File: src/rtl/guard_insert_pkg.sv
// Shared types and symbol-length helper for the guard-interval inserter.
package guard_insert_pkg;

    typedef enum logic [1:0] {
        IDLE  = 2'd0,
        PASS  = 2'd1,
        GUARD = 2'd2
    } state_t;

    typedef enum logic {
        FILL_ZERO   = 1'b0,
        FILL_REPEAT = 1'b1
    } fill_mode_t;

    // Length fields arrive as "minus one" values; operands are widened first so the sum never wraps.
    function automatic logic [63:0] calc_sym_len(input logic        is_pre,
                                                 input logic [63:0] pre_len,
                                                 input logic [63:0] nfft,
                                                 input logic [63:0] cp_len,
                                                 input logic        cp_en);
        if (is_pre) begin
            return pre_len + 64'd1;
        end
        return nfft + 64'd1 + (cp_en ? cp_len + 64'd1 : 64'd0);
    endfunction

endpackage

File: src/rtl/guard_sym_counter.sv
// Per-frame symbol position tracker: latches symbol lengths at frame start and
// flags the beat that closes the current symbol.
module guard_sym_counter
    import guard_insert_pkg::*;
#(
    parameter int CNT_W  = 32,
    parameter int NFFT_W = 14,
    parameter int CP_W   = 12
) (
    input  logic              clk,
    input  logic              rst,
    input  logic              start,
    input  logic              adv,
    input  logic              abort,
    input  logic [CNT_W-1:0]  pre_len,
    input  logic [NFFT_W-1:0] nfft,
    input  logic [CP_W-1:0]   cp_len,
    input  logic              cp_en,
    output logic              boundary
);

    localparam int LEN_W = CNT_W + 1;

    logic [LEN_W-1:0] len_pre_q, len_sym_q, beat_cnt;
    logic [LEN_W-1:0] len_pre_live, len_sym_live, len_now, cnt_now;
    logic             pre_q;

    // The first beat of a frame is judged against the live config, since the latch lands a cycle later.
    always_comb begin
        len_pre_live = LEN_W'(calc_sym_len(1'b1, 64'(pre_len), 64'(nfft), 64'(cp_len), cp_en));
        len_sym_live = LEN_W'(calc_sym_len(1'b0, 64'(pre_len), 64'(nfft), 64'(cp_len), cp_en));
        cnt_now      = start ? '0 : beat_cnt;
        len_now      = start ? len_pre_live : (pre_q ? len_pre_q : len_sym_q);
        boundary     = adv && (cnt_now == len_now - LEN_W'(1));
    end

    always_ff @(posedge clk or posedge rst) begin
        if (rst) begin
            len_pre_q <= '0;
            len_sym_q <= '0;
            beat_cnt  <= '0;
            pre_q     <= 1'b1;
        end else begin
            if (start) begin
                len_pre_q <= len_pre_live;
                len_sym_q <= len_sym_live;
            end
            if (adv) begin
                if (boundary) begin
                    beat_cnt <= '0;
                    pre_q    <= 1'b0;
                end else begin
                    beat_cnt <= cnt_now + LEN_W'(1);
                    pre_q    <= start ? 1'b1 : pre_q;
                end
            end
            if (abort) begin
                beat_cnt <= '0;
                pre_q    <= 1'b1;
            end
        end
    end

endmodule

File: src/rtl/guard_insert_mc.sv
// Multi-channel guard-interval inserter: forwards symbols and stalls the input for
// guard beats after each symbol. Build macro GUARD_INSERT_MC_STATS_EN enables o_sym_count/o_err_short.
module guard_insert_mc
    import guard_insert_pkg::*;
#(
    parameter int DATA_W = 32,
    parameter int NCH    = 1,
    parameter int CNT_W  = 32,
    parameter int NFFT_W = 14,
    parameter int CP_W   = 12
) (
    input  logic                  aclk,
    input  logic                  areset,
    input  logic [NCH*DATA_W-1:0] s_axis_tdata,
    input  logic                  s_axis_tvalid,
    input  logic                  s_axis_tlast,
    output logic                  s_axis_tready,
    output logic [NCH*DATA_W-1:0] m_axis_tdata,
    output logic                  m_axis_tvalid,
    output logic                  m_axis_tlast,
    input  logic                  m_axis_tready,
    input  logic [CNT_W-1:0]      i_guard_cycles,
    input  logic [NFFT_W-1:0]     i_nfft,
    input  logic [CP_W-1:0]       i_cp_len,
    input  logic                  i_cp_en,
    input  logic [CNT_W-1:0]      i_pre_len,
    input  logic                  i_fill_mode,
    output logic                  o_busy,
    output logic [15:0]           o_sym_count,
    output logic                  o_err_short,
    output logic [1:0]            o_state
);

    localparam int TW = NCH * DATA_W;

    // Valid/ready: a beat moves on a rising edge where valid and ready are both high;
    // once m_axis_tvalid is raised, data and tlast hold until m_axis_tready accepts them.

    state_t           state, state_nx;
    fill_mode_t       fill_mode_q;
    logic [CNT_W-1:0] guard_q, guard_cnt, guard_eff;
    logic [TW-1:0]    fill_q;
    logic             frame_end_q;
    logic             out_ready, s_fire, start, bnd, early, guard_last;

    assign out_ready     = !m_axis_tvalid || m_axis_tready;
    assign s_axis_tready = !areset && (state != GUARD) && out_ready;
    assign s_fire        = s_axis_tvalid && s_axis_tready;
    assign start         = s_fire && (state == IDLE);
    assign guard_eff     = (state == IDLE) ? i_guard_cycles : guard_q;
    assign early         = s_fire && s_axis_tlast && !bnd;
    assign guard_last    = (guard_cnt == guard_q - CNT_W'(1));
    assign o_busy        = (state != IDLE);
    assign o_state       = state;

    guard_sym_counter #(
        .CNT_W (CNT_W),
        .NFFT_W(NFFT_W),
        .CP_W  (CP_W)
    ) u_sym (
        .clk     (aclk),
        .rst     (areset),
        .start   (start),
        .adv     (s_fire),
        .abort   (early),
        .pre_len (i_pre_len),
        .nfft    (i_nfft),
        .cp_len  (i_cp_len),
        .cp_en   (i_cp_en),
        .boundary(bnd)
    );

    always_comb begin
        state_nx = state;
        case (state)
            IDLE, PASS: begin
                if (s_fire) begin
                    if ((bnd || s_axis_tlast) && (guard_eff != '0)) begin
                        state_nx = GUARD;
                    end else if (s_axis_tlast) begin
                        state_nx = IDLE;
                    end else begin
                        state_nx = PASS;
                    end
                end
            end
            GUARD: begin
                if (out_ready && guard_last) begin
                    state_nx = frame_end_q ? IDLE : PASS;
                end
            end
            default: state_nx = IDLE;
        endcase
    end

    always_ff @(posedge aclk or posedge areset) begin
        if (areset) begin
            state <= IDLE;
        end else begin
            state <= state_nx;
        end
    end

    always_ff @(posedge aclk or posedge areset) begin
        if (areset) begin
            m_axis_tdata  <= '0;
            m_axis_tvalid <= 1'b0;
            m_axis_tlast  <= 1'b0;
            guard_q       <= '0;
            guard_cnt     <= '0;
            fill_mode_q   <= FILL_ZERO;
            fill_q        <= '0;
            frame_end_q   <= 1'b0;
        end else begin
            if (start) begin
                guard_q     <= i_guard_cycles;
                fill_mode_q <= fill_mode_t'(i_fill_mode);
            end
            if (s_fire) begin
                fill_q        <= s_axis_tdata;
                m_axis_tdata  <= s_axis_tdata;
                m_axis_tvalid <= 1'b1;
                m_axis_tlast  <= s_axis_tlast && (guard_eff == '0);
                frame_end_q   <= s_axis_tlast;
                guard_cnt     <= '0;
            end else if ((state == GUARD) && out_ready) begin
                m_axis_tdata  <= (fill_mode_q == FILL_REPEAT) ? fill_q : '0;
                m_axis_tvalid <= 1'b1;
                m_axis_tlast  <= frame_end_q && guard_last;
                guard_cnt     <= guard_cnt + CNT_W'(1);
            end else if (m_axis_tready) begin
                m_axis_tvalid <= 1'b0;
                m_axis_tlast  <= 1'b0;
            end
        end
    end

`ifdef GUARD_INSERT_MC_STATS_EN
    logic [15:0] sym_count_q;
    logic        err_q;

    always_ff @(posedge aclk or posedge areset) begin
        if (areset) begin
            sym_count_q <= '0;
            err_q       <= 1'b0;
        end else begin
            err_q <= early;
            if (start) begin
                sym_count_q <= bnd ? 16'd1 : 16'd0;
            end else if (bnd) begin
                sym_count_q <= sym_count_q + 16'd1;
            end
        end
    end

    assign o_sym_count = sym_count_q;
    assign o_err_short = err_q;
`else
    assign o_sym_count = 16'd0;
    assign o_err_short = 1'b0;
`endif

endmodule

File: config.mk
export PLATFORM = sky130hd
export DESIGN_NAME = guard_insert_mc
export DESIGN_NICKNAME = d
export VERILOG_FILES = /design/src/rtl/guard_insert_pkg.sv /design/src/rtl/guard_sym_counter.sv /design/src/rtl/guard_insert_mc.sv
export SDC_FILE = /design/constraint.sdc
export NUM_CORES = 1
export LEC_CHECK = 0
export ABC_AREA = 1
export CAP_MARGIN = 20
export CORE_ASPECT_RATIO = 0.6
export CORE_MARGIN = 1
export CORE_UTILIZATION = 25
export DETAILED_ROUTE_END_ITERATION = 8
export GPL_TIMING_DRIVEN = 0
export PLACE_DENSITY = 0.42
export SYNTH_ARGS = -nofsm -noshare
export SYNTH_HDL_FRONTEND = slang
export SYNTH_SLANG_ARGS = --single-unit
File: constraint.sdc
create_clock -name aclk -period 16.9 [get_ports aclk]
set_clock_uncertainty 0.05 [all_clocks]
set_input_delay 4.225 -clock aclk [delete_from_list [all_inputs] [get_ports aclk]]
set_output_delay 4.225 -clock aclk [all_outputs]
set_load 0.03 [all_outputs]
# --- After elaboration in Yosys (flattened, before gate mapping) ---
# Cells that the tools add are included.
classes:
  add_sub_neg: 8
  eq_ne: 7
  mux: 28
  n_reduce_logical: 28
op_table:
  columns: ["operator", "n"]
  rows:
  - ["33-bit two-way mux", 7]
  - ["32-bit two-way mux", 6]
  - ["32-bit by 1-bit adder with 33-bit output (second input constant)", 1]
  - ["33-bit by 1-bit adder with 33-bit output (second input constant)", 1]
  - ["33-bit adder", 1]
  - ["33-bit == test", 1]
  - ["33-bit by 1-bit subtractor with 33-bit output (second input constant)", 1]
  - ["32-bit by 1-bit adder with 32-bit output (second input constant)", 1]
  - ["32-bit == test", 1]
  - ["32-bit zero test", 1]
  - ["32-bit nonzero test", 1]
  - ["32-bit by 1-bit subtractor with 32-bit output (second input constant)", 1]
  - ["14-bit by 1-bit adder with 15-bit output (second input constant)", 1]
  - ["12-bit by 1-bit adder with 13-bit output (second input constant)", 1]
  - ["1-bit logical AND", 12]
  - ["1-bit two-way mux", 11]
  - ["2-bit two-way mux", 3]
  - ["2-bit != test (second input constant)", 3]
  - ["2-bit nonzero test", 3]
  - ["3-bit nonzero test", 2]
  - ["2-bit one-hot mux with 2 select lines", 1]
  - ["2-bit AND reduction", 2]
  - ["1-bit zero test", 3]
  - ["2-bit by 1-bit == test with 1-bit output (second input constant)", 1]
  - ["other kinds (4)", 5]
word_totals:
  reg_bits: 234
  wordCells: 84

# --- Longest topological paths before layout ---
# Gate-level depths: netlist of the first run.
depth:
  ltp_word: 14
  depth_mapped: 29
  mapped_depth_nobuf: 29

# --- Cells and area by module ---
# Synthesis of the first run repeated with hierarchy kept, for this count alone.
hier_totals:
  hier_cells: 2358
  hier_area_um2: 15743.8
by_module_without_submodules:
  columns: ["module", "n_inst", "cells_each", "area_each_um2", "seq_area_each_um2"]
  rows:
  - ["guard_sym_counter", 1, 1308, 8071.5, 2053.2]
  - ["guard_insert_mc", 1, 1050, 7672.4, 3353.2]

# --- Least setup slack after synthesis of the first run ---
# No wires, ideal clock.
synth_timing:
  path_type: "input to output"
  startpoint: "input areset"
  endpoint: "output s_axis_tready"
  t_arrival_ns: 9.416
  required_ns: 12.625
  slack_ns: 3.209
  stages: 3
  path_buffers: 0
  cell_sequence: "inv_1 > nand2_2 > nor2_4"
synth_between:
  elab_chain_len: 3
synth_lines:
  columns: ["item", "line_no", "rtl"]
  rows:
  - ["start: declaration", "guard_insert_mc.sv:13", "input logic areset,"]
  - ["1-bit zero test (no source line)", null, null]
  - ["1-bit logical AND (2 in series)", "guard_insert_mc.sv:47", "assign s_axis_tready = !areset && (state != GUARD) && out_ready;"]
  - ["end: declaration", "guard_insert_mc.sv:17", "output logic s_axis_tready,"]
# No other way between the ends.

# --- Worst setup path after layout of the first run ---
# Ends and elaborated chain as after synthesis.

==> summary by stage, run 1 <==
Logic synthesis
The biggest area consumer among synthesized cells is dfrtp_1. The mean instance size in the synthesized netlist is 6.99 µm². The cell area after synthesis is 15,400 µm². The area share of the largest cell type after synthesis is between 30% and 40%. The number of different library cells in the post-synthesis netlist is 63. In the post-synthesis netlist, the biggest area contributors are dfrtp_1 (35%), nand2_1 (16%), nor2_1 (6.5%), inv_1 (6.2%), xor2_1 (5.5%). After synthesis the netlist holds a flip-flop and latch count of between 200 and 250.

For this run, the number of Yosys warnings is 0. The share of async-settable or async-resettable flops after synthesis is 100%. The proportion of synthesized chip area in sequential cells is 35.3%. Synthesis handed over a netlist of 2,201 instances. The prevailing post-synth register cell is dfrtp_1. The count of flip-flops with a built-in enable after synthesis is 0.

Floorplan
The full die area is around 63,000 µm². Measured along the y axis, the die boundary spans 194 µm. The overall die width is 322 µm. Row generation in the floorplan step produced between 60 and 70 rows. During I/O placement, the number of pins put on the boundary was roughly 180. The starting density of the core is 25.6%. The floorplan step defined a core boundary enclosing 60,000 µm².

Critical path
STA classifies the critical path startpoint as an input pin. The launching point of the worst reg2reg path is o_state[1]. The most repeated library cell on the critical path is clkdlybuf4s50_1. On the worst path, the slowest cell contributes a delay of 0.75 ns. The critical path is of the in -> out type. The worst reg-to-reg setup slack is 12.66 ns. Of all nets on the critical path, the largest fanout is 114. The signal on the critical path passes through clkdlybuf4s50_1, inv_8, buf_16, nand2_2, nor2_4, clkdlybuf4s50_1.

Data arrives at the worst endpoint at approximately 7.0 ns. Measured in cells, the most critical reg-to-reg path has a length of 22. The worst setup path is captured at an output port. In this run the critical register-to-register path is captured at u_sym.pre_q.

The slowest cell on the critical path is clkdlybuf4s50_1. The most critical setup path has its endpoint at s_axis_tready. The required time of the critical path is 12.63 ns. The start point of the critical path is areset.

Run
The max capacitance violation total is 0.

Timing
The worst hold slack is 0.424 ns. Setup repair after global routing left no endpoint under its margin. Dividing the final minimum period by the clock period gives 66.4%.

In this run the tightest slew margin relative to its limit is a little over a quarter. Subtracting the final worst setup slack from the clock period gives 11.23 ns. The upper clock frequency limit is 89.1 MHz. The final setup violation count is 0. The number of slew-limit violations in the final report came to 0.

At the pin with the least slew margin, the transition time is 1.11 ns. The hold violation total from the final report is 0.

Finish
The post-route standard cell area excluding fillers is 19,100 µm². The library cell used most frequently in the layout, excluding fill and tap cells, is nand2_1. The final net count is 2,561. The signed area change from the synthesized netlist to the final layout is 23.9%.

In the final layout, the share of cells above drive strength 1 is 8.69%. In the layout the commonest cells are nand2_1 (638), nor2_1 (266), inv_1 (255). The diode insertion count for antenna repair is 0.

Pwr
The design draws 2720 µW. The worst-case vdd ir drop is 0.0601 mV. For this design the static power due to leakage is 0.00866 µW. Power spread over the standard cell area amounts to 143 nW/µm².

Placement
Once placement finished, the instance area stood at 18,100 µm². The number of buffers inserted by port buffering is 165. The final weighted congestion in routability-driven placement is 0.901. The HPWL after detailed placement is 40,400 µm.

GRT
The number of antenna violations at the first check in global routing is 0. The leftover overflow at the end of global routing is 0. The overall global routing resource usage is about 17%. The wire length of the first global-routing pass is 81,800 µm. The via count of the first global-routing pass is about 14,000. The pin count of the biggest net entering global routing is 115.

Worst hold path
The type of the worst min-delay path is reg -> reg. In this run the most critical hold path is launched from u_sym.len_pre_q[2].

Clock network
CTS placed an instance of clkbuf_16 at the clock tree root. The CTS tree is yes. After clock tree synthesis, the repair step resized 0 gates. CTS built an H-tree with a depth of 1. The TritonCTS sink count is about 220. Buffers inserted during clock tree synthesis total 26. Clock-pin slew was measured on the worst setup and hold paths at 0.06 ns. The later-pin clock latency in the skew report is 0.58 ns.

In this run, post-CTS hold repair placed 0 buffers. The number of buffers added for setup after CTS is 0. The clock passes through at most 3 buffers.

Detailed routing
The mean number of vias per cell is approximately 4.5. Summing over every cut layer, the via total after detailed routing is 14,500. The detail route stage leaves a number of antenna-violating nets equal to 0.

Wires add up to roughly 50,000 µm. In the final routed layout, each cell accounts on average for 15.9 µm. The first-pass iteration count of the detailed router is 5. After detailed routing, the number of remaining DRC violations is 0. In this run, the number of DRC markers left after iteration 0 of detailed routing was 1,116.

Run status
The flow ran to the end, and the final reports show no timing, DRC or antenna violations.
[flip-flops by register name (all words and copies together) (netlist names)]
signal / count
u_sym.len_pre_q: 33
m_axis_tdata: 32
frame_end_q: 1
u_sym.len_sym_q: 16
u_sym.beat_cnt: 33
fill_q: 32
u_sym.pre_q: 1
guard_cnt: 32
fill_mode_q: 1
guard_q: 32
m_axis_tlast: 1
m_axis_tvalid: 1
o_state: 2
[synthesized netlist by cell type, types with 3 or more instances]
| cell type | n |
|---|---|
| nand2_1 | 638 |
| nor2_1 | 266 |
| inv_1 | 256 |
| dfrtp_1 | 216 |
| nand3_1 | 160 |
| xor2_1 | 97 |
| o21ai_0 | 88 |
| a21oi_1 | 41 |
| a31oi_1 | 38 |
| clkbuf_1 | 38 |
| nor3_1 | 27 |
| nand4_1 | 26 |
| nor2_2 | 24 |
| xnor2_1 | 22 |
| nand2_2 | 21 |
| nand3b_1 | 21 |
| ha_1 | 20 |
| buf_4 | 18 |
| o22ai_2 | 18 |
| nor4_1 | 16 |
| inv_2 | 13 |
| o21bai_1 | 11 |
| nand3_2 | 10 |
| nor2_4 | 10 |
| buf_1 | 9 |
| buf_6 | 9 |
| o21ai_1 | 9 |
| nand2_4 | 8 |
| or2_2 | 6 |
| and2_1 | 5 |
| nor3_2 | 5 |
| o22ai_1 | 5 |
| a211oi_1 | 4 |
| nor2_8 | 4 |
| buf_2 | 3 |
| nor3b_1 | 3 |
[logic make-up after synthesis]
| family | Yosys count | share of synthesized area (%) |
|---|---|---|
| xor gates and xnor gates | 119 | 6.78 |
| and+or+nand+nor | 1260 | 37.0 |
| AOI/OAI and AO/OA | 231 | 9.37 |
| adders and majority gates | 21 | 1.76 |
| DFF | 217 | 35.3 |
| other | 1 | 0.0244 |
| buffers and inverters | 351 | 9.73 |
| muxes | 1 | 0.0651 |
[per-layer routing]
metal / part of all wire (%) / vias up / GRT usage (%)
li1: - / 7404 / -
met1: 53 / 6761 / 25.8
met2: 41 / 288 / 24.0
met3: 5.0 / 48 / 2.61
met4: 1.6 / 0 / 2.75
met5: 0 / - / 0
[worst max-delay path, delay by kind of cell]
kind / cells / cell delay (ns)
and+or+nand+nor: 2 / 0.37
buffers and inverters: 4 / 2.23
[through the flow]
step | setup TNS [ns] | setup WS, ns | std cells | util, %
after floorplan | 0 | 3.21 | 2217 | -
after global placement | -0.408 | -0.408 | 3198 | 30.2
after detailed placement | 0 | 5.47 | 3199 | 30.2
after CTS | 0 | 5.47 | 3245 | 31.8
after global routing | 0 | 5.40 | 3245 | 31.8
final | 0 | 5.67 | 3245 | 31.8
[cell type report]
cell class | instances | area (µm²)
repair buffers | 166 | 1680
well taps | 816 | 1020
flip-flops and latches | 217 | 5430
plain buffers | 79 | 468
multi-input cells | 1649 | 8510
clock buffers | 31 | 709
fillers | 6537 | 40900
inverters | 272 | 1040
clock inverters | 15 | 204
[power by group]
group          total, µW  internal, µW  leakage [µW]  switching, µW
clock                615           362      0.000439            253
combinational       1280           457       0.00544            820
sequential           832           706       0.00278            127
total               2720          1520       0.00866           1200
[worst min-delay path by stage]
stage	slack, ns	to	depth (start not counted)
CTS	0.43	u_sym.len_pre_q[2]	2
floorplan	0.39	u_sym.len_pre_q[27]	2
global route	0.44	fill_q[13]	2
detailed placement	0.41	u_sym.len_pre_q[2]	2
finish	0.42	u_sym.len_pre_q[2]	2
global placement	0.40	u_sym.len_pre_q[27]	2
No activity file was read; power rests on OpenSTA's default activity.
==> inputs of run 2 (changes only) <==
--- a/config.mk
+++ b/config.mk
@@ -12,7 +12,7 @@
 export CORE_UTILIZATION = 25
 export DETAILED_ROUTE_END_ITERATION = 8
 export GPL_TIMING_DRIVEN = 0
-export PLACE_DENSITY = 0.42
+export PLACE_DENSITY = 0.44
 export SYNTH_ARGS = -nofsm -noshare
 export SYNTH_HDL_FRONTEND = slang
 export SYNTH_SLANG_ARGS = --single-unit
==> constraint.sdc (replaced) <==
create_clock -name aclk -period 9.8 [get_ports aclk]
set_clock_uncertainty 0.05 [all_clocks]
set_input_delay 2.45 -clock aclk [delete_from_list [all_inputs] [get_ports aclk]]
set_output_delay 2.45 -clock aclk [all_outputs]
set_load 0.03 [all_outputs]
==> summary by stage, run 2 (synthesis results as in run 1) <==
Clock network
The post-cts sizing count is 0 (unchanged). The total number of H-tree levels is 1 (unchanged). The hold buffer count at CTS is 0 (unchanged). The number of buffers added for setup after CTS is 0 (unchanged). The clock-pin slew on the worst setup and hold paths is 0.05 ns (was 0.06 ns). The number of buffers created by CTS came to 26 (unchanged). The CTS tree is yes (unchanged). The clock root buffer was clkbuf_16 (unchanged).

The later-pin clock latency in the skew report is 0.56 ns (was 0.58 ns). The maximum buffer depth of the clock tree is 3 (unchanged). The TritonCTS sink count is 217 (unchanged).

Critical path
The element type at the critical path end is an output port (unchanged). The critical-path maximum fanout was 34 (was 114). The arrival time reported for the critical path endpoint is 4.92 ns (was 6.95 ns).

The required time of the critical path came to 7.30 ns (was 12.63 ns). The kind of start point of the critical path is an input pin (unchanged). The kind of critical path is in -> out (unchanged).

Timing
The final setup violation count is 0 (unchanged). The final clock period utilization by the worst path is 75.8%. The worst-case headroom to the max-slew limit was 30.4% (was 26.2%).

The slew at the pin with the worst max-slew slack is 1.04 ns (was 1.11 ns). The total negative slack is 0 ns (unchanged). The upper clock frequency limit is 135 MHz. Setup repair after global routing missed its margin: false (unchanged). The hold violation total from the final report was 0 (unchanged).

The number of slew-limit violations in the final report is 0 (unchanged). The worst hold slack is 0.423 ns (was 0.424 ns). The final critical path time including I/O delays and setup is 7.42 ns.

Floorplan
The core area is 60,000 µm² (unchanged). The y dimension of the die is 194 µm (unchanged). The full die area was 62,500 µm² (unchanged). The overall die width is 322 µm (unchanged). The number of top-level pins is 184 (unchanged). The number of rows in the core area is 69 (unchanged). The starting density of the core is 25.6% (unchanged).

Detailed routing
The total length of routed met2 wires is 20,900 µm (about the same). The overall via count from detail_route is 14,700 (was 14,500). The met3 routed wirelength is 2410 µm (was 2590 µm). The post-detailed-route count of antenna-violating nets is 0 (unchanged).

The final routed wirelength across all metal layers came to 51,000 µm (was 51,500 µm). The mean number of vias per cell is 4.51 (was 4.47). The residual DRC count is 0 (unchanged). The initial DRC count is 1,188 (was 1,116). The detailed-route wire length per cell came to 15.7 µm (was 15.9 µm). The detailed-route wire length on metal 1 came to 27,000 µm (was 27,200 µm). The uppermost signal routing layer after detailed routing is met4 (unchanged). The first-pass iteration count of the detailed router is 6 (was 5).

Placement
The HPWL after detailed placement was 40,500 µm (was 40,400 µm). The final weighted congestion in routability-driven placement is 0.861 (was 0.901). The number of buffers inserted by port buffering is 165 (unchanged).

Finish
The leading cell type in the layout, fill and taps excluded is nand2_1 (unchanged). The diode insertion count for antenna repair came to 0 (unchanged). Top Registers: u_sym.beat_cnt x33, u_sym.len_pre_q x33 (unchanged).

The signed area change from the synthesized netlist to the final layout is 24.8% (was 23.9%). The fraction of layout instances using a drive strength above 1 came to 8.95% (was 8.69%). The final net count is 2,566 (was 2,561). Commonest non-fill, non-tap cells in the layout: nand2_1 (638), nor2_1 (266), inv_1 (255) (unchanged).

Pwr
The total power per unit cell area was 246 nW/µm² (was 143 nW/µm²). The worst-case vdd ir drop is 0.122 mV (was 0.0601 mV). The cell leakage power is 0.00872 µW (was 0.00866 µW).

The power consumption was 4720 µW (was 2720 µW).

GRT
The via count of the first global-routing pass is 14,000 (was 14,200). The overall global routing resource usage is 16.3% (was 16.6%). The leftover overflow at the end of global routing came to 0 (unchanged). The pin count of the biggest net entering global routing is 41 (was 115). The wire length of the first global-routing pass is 81,000 µm (was 81,800 µm). The number of antenna violations at the first check in global routing is 0 (unchanged).

Run
The max capacitance violation total is 0 (unchanged).

Worst hold path
The type of the worst min-delay path is reg -> reg (unchanged).

Run status
Result of the run: completed (unchanged).
## run 2: changes by cell type in the layout (fill, tap and decap cells not counted), sizes merged
cell,delta
buf,+5
clkinv,+2
inv,-2
bufinv,+1
clkbuf,+1
## run 2: worst paths after layout
kind | start | to | slack [ns] | cells after the start
max | areset | s_axis_tready | 2.38 | 7
min | u_sym.len_pre_q[30] | u_sym.len_pre_q[30] | 0.42 | 2
max reg2reg | o_state[1] | u_sym.beat_cnt[24] | 5.47 | 24
min reg2reg | u_sym.len_pre_q[30] | u_sym.len_pre_q[30] | 0.42 | 2
max in group asynchronous | areset | u_sym.len_pre_q[25] | 6.53 | 4
min in group asynchronous | areset | guard_q[1] | 2.27 | 2
## run 2: where the power goes
part	internal, µW	switching, µW
sequential	1220	218
clock	657	431
combinational	793	1410
total	2670	2060
## run 2: final cells by class
type | count | area (µm²)
Multi-Input combinational cell | 1649 | 8510
Clock buffer | 32 | 723
Tap cell | 816 | 1020
Timing Repair Buffer | 171 | 1770
Fill cell | 6517 | 40800
Buffer | 79 | 468
Clock inverter | 16 | 228
Sequential cell | 217 | 5430
Inverter | 272 | 1030
## run 2: worst max-delay path, cell delays in order
cell             delay [ns]
clkdlybuf4s50_1        0.44
clkinvlp_4             0.44
buf_12                 0.30
buf_12                 0.22
nand2_2                0.09
nor2_4                 0.20
clkdlybuf4s50_1        0.74
## run 2: stage by stage
step                instance area, µm²  instances  utilization, %  worst slack [ns]
floorplan                        15400       2217               -             0.944
global placement                 18100       3198            30.2             -2.49
detailed placement               18200       3204            30.4              2.28
CTS                              19200       3252            32.0              2.29
global route                     19200       3252            32.0              2.17
finish                           19200       3252            32.0              2.38
## run 2: metal layers
| layer | up-vias | track usage (%) |
|---|---|---|
| met5 | - | 0 |
| met4 | 0 | 2.17 |
| met3 | 50 | 2.34 |
| met2 | 285 | 23.7 |
| met1 | 6933 | 25.7 |
| li1 | 7409 | - |
